==> config.mk <==
export PLATFORM = sky130hd
export DESIGN_NAME = dmem_lsu
export DESIGN_NICKNAME = d
export VERILOG_FILES = /design/src/rtl/dmem_lsu.sv
export SDC_FILE = /design/constraint.sdc
export NUM_CORES = 1
export LEC_CHECK = 0
export ABC_AREA = 1
export CORE_MARGIN = 5
export CORE_UTILIZATION = 40
export CTS_BUF_LIST = sky130_fd_sc_hd__clkbuf_8
export CTS_CLUSTER_DIAMETER = 200
export DETAILED_ROUTE_END_ITERATION = 8
export PLACE_DENSITY = 0.83
export SLEW_MARGIN = 20
export SYNTH_ARGS = -nofsm -noshare
export SYNTH_HDL_FRONTEND = slang
export SYNTH_SLANG_ARGS = --single-unit
==> constraint.sdc <==
create_clock -name clk -period 1.9 [get_ports clk]
set_input_delay 0.19 -clock clk [delete_from_list [all_inputs] [get_ports clk]]
set_output_delay 0.19 -clock clk [all_outputs]
set_load 0.02 [all_outputs]
==> src/rtl/dmem_lsu.sv <==
// Load/store unit between the MEM-stage strobes and the single-port data SRAM.
// Optional misaligned-access trap is enabled by defining MISALIGN_TRAP_EN.
module dmem_lsu #(
  parameter int ADDR_W = 14
) (
  input  logic              clk,
  input  logic              rst,
  input  logic              req_cs,
  input  logic [3:0]        req_we,
  input  logic              req_oe,
  input  logic [2:0]        funct3,
  input  logic [31:0]       addr,
  input  logic [31:0]       wdata,
  output logic              stall,
  output logic [31:0]       rdata,
  output logic              rvalid,
  output logic              misalign,
  output logic              sram_cs,
  output logic              sram_oe,
  output logic [3:0]        sram_web,
  output logic [ADDR_W-1:0] sram_a,
  output logic [31:0]       sram_di,
  input  logic [31:0]       sram_do
);

  typedef enum logic [2:0] {IDLE, WRITE, READ, RESP, ERR} state_t;

  state_t              state;
  logic [2:0]          f3_q;
  logic [1:0]          off_q;
  logic                sram_cs_q;
  logic                sram_oe_q;
  logic [3:0]          sram_web_q;
  logic [ADDR_W-1:0]   sram_a_q;
  logic [31:0]         sram_di_q;
  logic                rvalid_q;
  logic                misalign_q;

  logic                is_store;
  logic                is_load;
  logic                accept;
  logic                size_b;
  logic                size_h;
  logic                size_w;
  logic                bad_align;
  logic [3:0]          web_fmt;
  logic [31:0]         di_fmt;
  logic [7:0]          ld_byte;
  logic [15:0]         ld_half;
  logic [31:0]         ld_fmt;
  logic                unused_addr;

  assign unused_addr = ^addr[31:ADDR_W+2];

  assign is_store = (req_we != 4'b1111);
  assign is_load  = !is_store && req_oe;
  assign accept   = (state == IDLE) && req_cs && (is_store || is_load);

  // funct3[1:0] selects the size; the reserved encodings fall through to word.
  assign size_b = (funct3[1:0] == 2'b00);
  assign size_h = (funct3[1:0] == 2'b01);
  assign size_w = !size_b && !size_h;

`ifdef MISALIGN_TRAP_EN
  assign bad_align = (size_h && addr[0]) || (size_w && (addr[1:0] != 2'b00));
`else
  assign bad_align = 1'b0;
`endif

  always_comb begin
    web_fmt = 4'b0000;
    di_fmt  = wdata;
    if (size_b) begin
      web_fmt = ~(4'b0001 << addr[1:0]);
      di_fmt  = {4{wdata[7:0]}};
    end else if (size_h) begin
      web_fmt = ~(4'b0011 << {addr[1], 1'b0});
      di_fmt  = {2{wdata[15:0]}};
    end
  end

  always_comb begin
    ld_byte = sram_do[7:0];
    case (off_q)
      2'd1:    ld_byte = sram_do[15:8];
      2'd2:    ld_byte = sram_do[23:16];
      2'd3:    ld_byte = sram_do[31:24];
      default: ld_byte = sram_do[7:0];
    endcase
    ld_half = off_q[1] ? sram_do[31:16] : sram_do[15:0];
    case (f3_q[1:0])
      2'b00:   ld_fmt = {{24{~f3_q[2] & ld_byte[7]}}, ld_byte};
      2'b01:   ld_fmt = {{16{~f3_q[2] & ld_half[15]}}, ld_half};
      default: ld_fmt = sram_do;
    endcase
  end

  always_ff @(posedge clk) begin
    if (!rst) begin
      state      <= IDLE;
      f3_q       <= 3'd0;
      off_q      <= 2'd0;
      sram_cs_q  <= 1'b0;
      sram_oe_q  <= 1'b0;
      sram_web_q <= 4'b1111;
      sram_a_q   <= '0;
      sram_di_q  <= 32'd0;
      rvalid_q   <= 1'b0;
      misalign_q <= 1'b0;
    end else begin
      case (state)
        IDLE: begin
          if (accept) begin
            f3_q  <= funct3;
            off_q <= addr[1:0];
            if (bad_align) begin
              state      <= ERR;
              misalign_q <= 1'b1;
            end else if (is_store) begin
              state      <= WRITE;
              sram_cs_q  <= 1'b1;
              sram_oe_q  <= 1'b0;
              sram_web_q <= web_fmt;
              sram_a_q   <= addr[ADDR_W+1:2];
              sram_di_q  <= di_fmt;
            end else begin
              state      <= READ;
              sram_cs_q  <= 1'b1;
              sram_oe_q  <= 1'b1;
              sram_web_q <= 4'b1111;
              sram_a_q   <= addr[ADDR_W+1:2];
            end
          end
        end
        WRITE: begin
          state      <= IDLE;
          sram_cs_q  <= 1'b0;
          sram_web_q <= 4'b1111;
        end
        READ: begin
          state     <= RESP;
          sram_cs_q <= 1'b0;
          sram_oe_q <= 1'b0;
          rvalid_q  <= 1'b1;
        end
        RESP: begin
          state    <= IDLE;
          rvalid_q <= 1'b0;
        end
        ERR: begin
          state      <= IDLE;
          misalign_q <= 1'b0;
        end
        default: state <= IDLE;
      endcase
    end
  end

  // Holding rst low kills any strobe in flight before the reset edge lands.
  assign sram_cs  = sram_cs_q & rst;
  assign sram_oe  = sram_oe_q & rst;
  assign sram_web = sram_web_q | {4{~rst}};
  assign sram_a   = sram_a_q;
  assign sram_di  = sram_di_q;
  assign stall    = rst && (accept || (state == READ));
  assign rvalid   = rvalid_q & rst;
  assign rdata    = rvalid ? ld_fmt : 32'd0;

`ifdef MISALIGN_TRAP_EN
  assign misalign = misalign_q & rst;
`else
  logic unused_trap;
  assign unused_trap = misalign_q;
  assign misalign    = 1'b0;
`endif

endmodule

==> results.txt, run 1 <==
----------------------------------------------------
[Routing]
  Vias per std cell ... around 5.3
  Wirelength, routed ... 13500 microns
  Via count of the routed design ... 4437
  Antenna violation net count after detailed routing ... 0
  Number of DRC markers after the initial detailed-route iteration ... roughly 180
  Wire length per cell after detailed routing ... 16.1 microns
  DRC violations left ... 0
  Number of iterations in the first detailed-routing pass ... 5

[Final layout]
  N_diodes ... 0
  Proportion of layout cells with a drive suffix above 1 ... 0.204
  Post-layout net count ... 835
  Commonest non-fill, non-tap cell in the layout ... sky130_fd_sc_hd__clkdlybuf4s50_1
  Final cell area excluding filler cells ... 5880 sq um
  Synthesis-to-finish area growth ... 69.6%
  Leading cell types in the layout, fill and taps excluded ... sky130_fd_sc_hd__clkdlybuf4s50_1 (137), sky130_fd_sc_hd__nand2_1 (111), sky130_fd_sc_hd__nor2_1 (74), sky130_fd_sc_hd__o21ai_0 (63), sky130_fd_sc_hd__dfxtp_1 (56)

[Setup path]
  Category of the worst setup path capture point ... output port
  Critical path start-end classification ... primary input to output port
  Cell breakdown of the critical path ... clkdlybuf4s50_1 -> o21bai_4 -> nand3_2 -> nand3_4 -> nand3_4 -> nand2_8 -> buf_12 -> nor2_4 -> buf_6
  Max Fanout on Critical Path ... 7
  Critical Path Source Type ... primary input
  Worst EP arrival ... roughly 1.8 ns
  Critical Path Slowest Stage Cell ... sky130_fd_sc_hd__clkdlybuf4s50_1
  Required time reported for the critical path endpoint ... 1.71 ns
  Most frequent cell on the critical path ... sky130_fd_sc_hd__nand3_4
  CP max stage delay ... 0.53 ns

[Synth]
  Syn_nets ... 630
  Number of enable flip-flop cells after synthesis ... 0
  Flip-flop and latch count after synthesis ... 60
  Predominant post-synthesis flop cell ... sky130_fd_sc_hd__dfxtp_1
  Mapped Cells ... 519
  Share of the yosys chip area belonging to registers ... 0.346
  Synth warnings ... 0
  Syn avg cell area ... 6.68 sq um
  Synthesized area ... 3470 sq um
  Cell variety after synth ... 35
  Proportion of synthesized flip-flops having asynchronous set or reset ... 0

[Outcome]
  Failing checks ... negative setup slack
  Result of the run ... finished, violations left

[Floorplan]
  Y dimension of the die ... 103 microns
  Die area ... 10600 sq um
  Number of top-level pins ... approximately 190
  Effective utilization at floorplan ... 0.404
  Chip Width ... 103 microns
  Core box area ... 8590 sq um
  Core Rows ... 34

[Clock network]
  Cell chosen for the clock root ... sky130_fd_sc_hd__clkbuf_8
  Clock-pin transition on the worst setup and hold timing paths ... about 0.080 ns
  H-tree levels ... 3
  Clock latency reported for the late side of the worst-skew pair ... 0.33 ns
  Worst-case clock buffer depth ... 2
  Sinks on Clock Net ... 60
  CTS tree ... done
  TritonCTS buffer count ... 9
  Count of hold-fix buffers inserted at cts ... 0

[Place]
  Final HPWL DP ... 9950 microns
  Placer Congestion ... ~0.9
  Post-place setup slack ... -0.418 ns
  Post-placement cell area ... 5550 sq um
  Count of buffers inserted at the top-level ports ... between 150 and 200

[STA]
  Worst clock skew ... around 0.0091 ns
  Final number of setup-violating endpoints ... 3
  Final critical-path share of the clock period ... 1.03
  Actual transition at the worst max-transition pin ... 0.575 ns
  Worst-case headroom to the max-slew limit ... 0.615
  Post-route minimum period ... 1.95 ns
  Worst setup margin ... -0.0523 ns
  Final hold vios ... 0
  RSZ-0062 raised after global routing ... true
  Achievable clock frequency ... 512 MHz
  Final count of pins violating max slew ... 0

[Power and ir drop]
  Worst supply voltage drop on vdd ... about 0.00069 V
  Pleak ... approximately 0.0027 uW
  PwrDens ... 1230 nW/um^2

[GRT]
  Overall routing resource usage ... 0.237
  Maximum number of pins on one net before global-route repair ... 39
  Vias in the first global route ... around 4300
  Initial antenna violation count ... 0
  First-pass GRT wire length ... 20100 microns
  Total congestion overflow ... 0

[Run]
  Maxcap violations ... 0

[Min path]
  Worst Hold Class ... primary input to flip-flop

----------------------------------------------------
where the power goes:
part / internal (uW) / switching, uW / total, uW
Combinational: 1760 / 2260 / 4020
Clock: 775 / 542 / 1320
Sequential: 1660 / 229 / 1890
flip-flops by register name, summed over array words and instances (netlist names):
signal and count:
sram_di 32, sram_a 14, sram_web_q 4, f3_q 3, off_q 2, state 2
rvalid_q 1, sram_cs_q 1, sram_oe_q 1
per-stage QoR:
stage | setup TNS [ns] | util | hold slack, ns | power, uW | std cells
floorplan | 0 | - | 0.325 | 3940 | 519
global placement | -9.54 | 0.646 | 0.483 | 5570 | 814
detailed placement | -10.51 | 0.646 | 0.489 | 5660 | 814
CTS | -0.0349 | 0.679 | 0.423 | 7070 | 832
global route | -0.520 | 0.684 | 0.418 | 7680 | 837
finish | -0.145 | 0.684 | 0.382 | 7230 | 837
routing by layer:
layer  vias up  global-route usage  wire length [microns]
met4         0              0.0677                    153
met5         -                   0                      0
li1       2125                   -                      -
met3        16              0.0792                   1400
met1      2080               0.263                   5230
met2       216               0.430                   6680
worst paths after layout:
check	start	end	slack, ns	cells past startpoint
max	sram_do[15]	rdata[24]	-0.05	9
min	rst	sram_a[10]	0.38	4
max reg2reg	state[0]	sram_web_q[1]	0.26	11
min reg2reg	sram_di[30]	sram_di[30]	0.50	1
what timing repair did:
item	in CTS	in global routing
endpoints found under the hold margin	0	0
pin swaps	2	5
gates cloned	1	1
gates resized for setup	126	73
setup endpoints to repair	38	41
setup buffers	1	5
Yosys cell counts (2+ instances only):
cell	number	area, sq um
sky130_fd_sc_hd__nand2_1	114	428
sky130_fd_sc_hd__nor2_1	81	304
sky130_fd_sc_hd__o21ai_0	66	330
sky130_fd_sc_hd__dfxtp_1	60	1200
sky130_fd_sc_hd__inv_1	37	139
sky130_fd_sc_hd__nand3_1	22	110
sky130_fd_sc_hd__a21oi_1	19	95.1
sky130_fd_sc_hd__a31oi_1	18	113
sky130_fd_sc_hd__buf_2	15	75.1
sky130_fd_sc_hd__clkbuf_1	11	41.3
sky130_fd_sc_hd__nor2_4	10	113
sky130_fd_sc_hd__nand4_1	9	56.3
sky130_fd_sc_hd__o211a_1	8	80.1
sky130_fd_sc_hd__o211ai_1	7	52.6
sky130_fd_sc_hd__inv_2	5	18.8
sky130_fd_sc_hd__and3_1	4	25.0
sky130_fd_sc_hd__ha_1	4	50.1
sky130_fd_sc_hd__or2_2	4	25.0
sky130_fd_sc_hd__buf_4	3	22.5
sky130_fd_sc_hd__nor2_2	3	18.8
sky130_fd_sc_hd__o22ai_1	3	18.8
sky130_fd_sc_hd__buf_6	2	22.5
sky130_fd_sc_hd__nand3_2	2	20.0
final cells by class:
type	instances	area (sq um)
inverters	43	171
clock buffers	10	138
clock inverters	6	87.6
fillers	724	2710
flip-flops and latches	60	1210
multi-input cells	385	2030
repair buffers	225	2100
well taps	108	135
cells by family (layout without fill, tap and decap cells):
family / Yosys count / in the layout / synth area share
and+or+nand+nor: 253 / 254 / 0.329
buffers and inverters: 75 / 284 / 0.0988
adders and majority gates: 4 / 4 / 0.0144
DFF: 60 / 60 / 0.346
other: 1 / 1 / 0.00108
AOI/OAI and AO/OA: 126 / 126 / 0.211
worst max-delay path, delay by kind of cell:
kind,cells,cell delay (ns)
buffers and inverters,3,0.78
AOI/OAI and AO/OA,1,0.19
and+or+nand+nor,5,0.61
No activity file was read; power rests on OpenSTA's default activity.
==> run 2: changes to the inputs <==
CAP_MARGIN = 20   (was unset)
REMOVE_ABC_BUFFERS = 1   (was unset)
==> results.txt, run 2 (same netlist as run 1, synthesis figures left out) <==
----------------------------------------------------
[Place]
  Final HPWL DP ... 9850 microns (-1.1%)
  Post-place setup slack ... -0.437 ns (-0.0191 ns)
  Count of buffers inserted at the top-level ports ... 176 (unchanged)
  Placer Congestion ... 0.970 (+9.0%)

[Floorplan]
  Y dimension of the die ... 103 microns (unchanged)
  Effective utilization at floorplan ... 0.404 (unchanged)
  Core Rows ... 34 (unchanged)
  Die area ... 10600 sq um (unchanged)
  Chip Width ... 103 microns (unchanged)
  Number of top-level pins ... 194 (unchanged)
  Core box area ... 8590 sq um (unchanged)

[Routing]
  Uppermost routed layer ... met4
  Detailed route wirelength on metal3 ... 1610 microns (+15%)
  Number of DRC markers after the initial detailed-route iteration ... 204 (+12%)
  DRT met1 WL ... 4860 microns (-7.2%)
  DRC violations left ... 0 (unchanged)
  Wire length per cell after detailed routing ... 15.7 microns (-2.4%)
  Via count of the routed design ... 4366 (-1.6%)
  Vias per std cell ... 5.22 (-1.6%)
  Met2 routed WL ... 6300 microns (-5.7%)
  Wirelength, routed ... 13100 microns (-2.4%)
  Number of iterations in the first detailed-routing pass ... 4 (-1)
  Antenna violation net count after detailed routing ... 0 (unchanged)

[Clock network]
  CTS tree ... done
  H-tree levels ... 3 (unchanged)
  Count of hold-fix buffers inserted at cts ... 0 (unchanged)
  Worst-case clock buffer depth ... 2 (unchanged)
  Cell chosen for the clock root ... sky130_fd_sc_hd__clkbuf_8
  TritonCTS buffer count ... 9 (unchanged)
  Clock latency reported for the late side of the worst-skew pair ... 0.34 ns (about the same)
  Sinks on Clock Net ... 60 (unchanged)
  Clock-pin transition on the worst setup and hold timing paths ... 0.07 ns (about the same)

[Final layout]
  Leading cell types in the layout, fill and taps excluded ... sky130_fd_sc_hd__clkdlybuf4s50_1 (138), sky130_fd_sc_hd__nand2_1 (112), sky130_fd_sc_hd__nor2_1 (75), sky130_fd_sc_hd__o21ai_0 (66), sky130_fd_sc_hd__dfxtp_1 (57)
  Post-layout net count ... 835 (unchanged)
  Synthesis-to-finish area growth ... 67.9%
  Commonest non-fill, non-tap cell in the layout ... sky130_fd_sc_hd__clkdlybuf4s50_1
  Filler Cell Count ... 704 (-2.8%)
  Multi-input combinational cell area ... 2040 sq um (+0.31%)
  N_diodes ... 0 (unchanged)
  Sequential cell area ... 1210 sq um (-0.10%)
  Flip-flop count of the largest register, all copies and words added ... 32 (unchanged)
  Proportion of layout cells with a drive suffix above 1 ... 0.198 (-0.00686)

[GRT]
  First-pass GRT wire length ... 20100 microns (-0.14%)
  Total congestion overflow ... 0 (unchanged)
  Initial antenna violation count ... 0 (unchanged)
  Vias in the first global route ... 4261 (-1.5%)
  Maximum number of pins on one net before global-route repair ... 57 (+46%)
  Overall routing resource usage ... 0.239 (+0.00163)

[Min path]
  Min-delay src ... wdata[23]
  Worst Hold Class ... primary input to flip-flop
  Worst hold stages ... 3 (-1)
  Hold worst-path end ... sram_di[23]

[Setup path]
  Critical path start-end classification ... flip-flop to output port
  Worst EP arrival ... 1.69 ns (-0.07 ns)
  Worst reg-to-reg setup slack ... 0.18 ns (-0.08 ns)
  Max Fanout on Critical Path ... 8 (+1)
  Required time reported for the critical path endpoint ... 1.71 ns (about the same)
  Category of the worst setup path capture point ... output port
  Length in cells of the worst reg-to-reg path ... 11 (unchanged)
  Reg2reg start ... state[0]
  Capture instance of the worst register-to-register path ... sram_web_q[1]
  Critical Path Source Type ... flip-flop

[STA]
  Final count of pins violating max slew ... 0 (unchanged)
  Worst clock skew ... 0.0107 ns (+0.00154 ns)
  Final critical-path share of the clock period ... 0.991 (-0.0368)
  Worst-case headroom to the max-slew limit ... 0.592 (-0.0235)
  Final number of setup-violating endpoints ... 0 (-3)
  Worst setup margin ... 0.0176 ns (+0.0699 ns)
  Achievable clock frequency ... 531 MHz (+3.7%)
  Post-route minimum period ... 1.88 ns (-0.0699 ns)
  RSZ-0062 raised after global routing ... true
  Smallest hold slack ... 0.434 ns (+0.0519 ns)
  Actual transition at the worst max-transition pin ... 0.610 ns (+0.0350 ns)
  Final hold vios ... 0 (unchanged)

[Power and ir drop]
  PwrDens ... 1170 nW/um^2 (-4.4%)
  Pleak ... 0.00267 uW (-1.2%)
  Worst supply voltage drop on vdd ... 0.000726 V (+4.7%)

[Run]
  Maxcap violations ... 0 (unchanged)

[Outcome]
  Result of the run ... completed

----------------------------------------------------
==> run 2: cell count changes in the layout (fill, tap and decap cells not counted), sizes merged, moves of 2 or more <==
cell	previous run	this run
buf	79	81
bufinv	2	0
clkbuf	12	10
clkinv	1	4
==> run 2: worst max path at each step <==
stage	start	endpoint	slack, ns	cells after the start
6_report	off_q[1]	rdata[31]	0.02	8
5_1_grt	off_q[1]	rdata[31]	-0.07	8
4_1_cts	rst	rvalid	0.004	5
3_5_place_dp	sram_do[7]	rdata[31]	-0.44	8
3_3_place_gp	sram_do[7]	rdata[16]	-0.36	8
2_1_floorplan	state[0]	state[1]	-0.43	8
==> run 2: repair_timing <==
item / 4_1_cts / 5_1_grt
endpoints found under the setup margin: 38 / 33
resized for setup: 135 / 79
pin swaps: 1 / 5
setup buffers: 2 / 3
cloned: 1 / 0
==> run 2: final cells by class <==
type                    count  share of cell area
repair buffers            225               0.362
flip-flops and latches     60               0.208
clock inverters             7             0.00645
clock buffers               9              0.0213
well taps                 108              0.0232
inverters                  43              0.0290
multi-input cells         385               0.350
==> run 2: critical path, stage by stage (launching register included) <==
cell                      delay, ns
sky130_fd_sc_hd__dfxtp_4       0.41
sky130_fd_sc_hd__buf_6         0.14
sky130_fd_sc_hd__nand3_2       0.07
sky130_fd_sc_hd__nand3_2       0.10
sky130_fd_sc_hd__nand3_4       0.10
sky130_fd_sc_hd__nand3_4       0.16
sky130_fd_sc_hd__nand2_8       0.13
sky130_fd_sc_hd__nor2_4        0.14
sky130_fd_sc_hd__buf_6         0.12
==> run 2: power by group <==
group / leakage, uW / internal, uW / switching (uW) / total, uW
Sequential: 0.000498 / 1660 / 226 / 1890
Combinational: 0.00207 / 1770 / 2230 / 4000
Clock: 0.0000928 / 456 / 503 / 959
Total: 0.00267 / 3880 / 2960 / 6840
==> run 2: layer usage <==
layer,GRT usage,vias up
met5,0,-
met4,0.103,0
met3,0.0961,36
met2,0.401,243
met1,0.267,1970
li1,-,2117
==> run 2: per-stage QoR <==
step                total power [uW]  cells  area (sq um)  TNS [ns]  utilization
floorplan                       3760    487          3290     -8.38            -
global route                    7300    837          5820    -0.642        0.678
detailed placement              5640    815          5530    -11.75        0.644
finish                          6840    837          5820         0        0.678
global placement                5550    815          5530    -10.42        0.644
CTS                             6660    834          5660         0        0.659
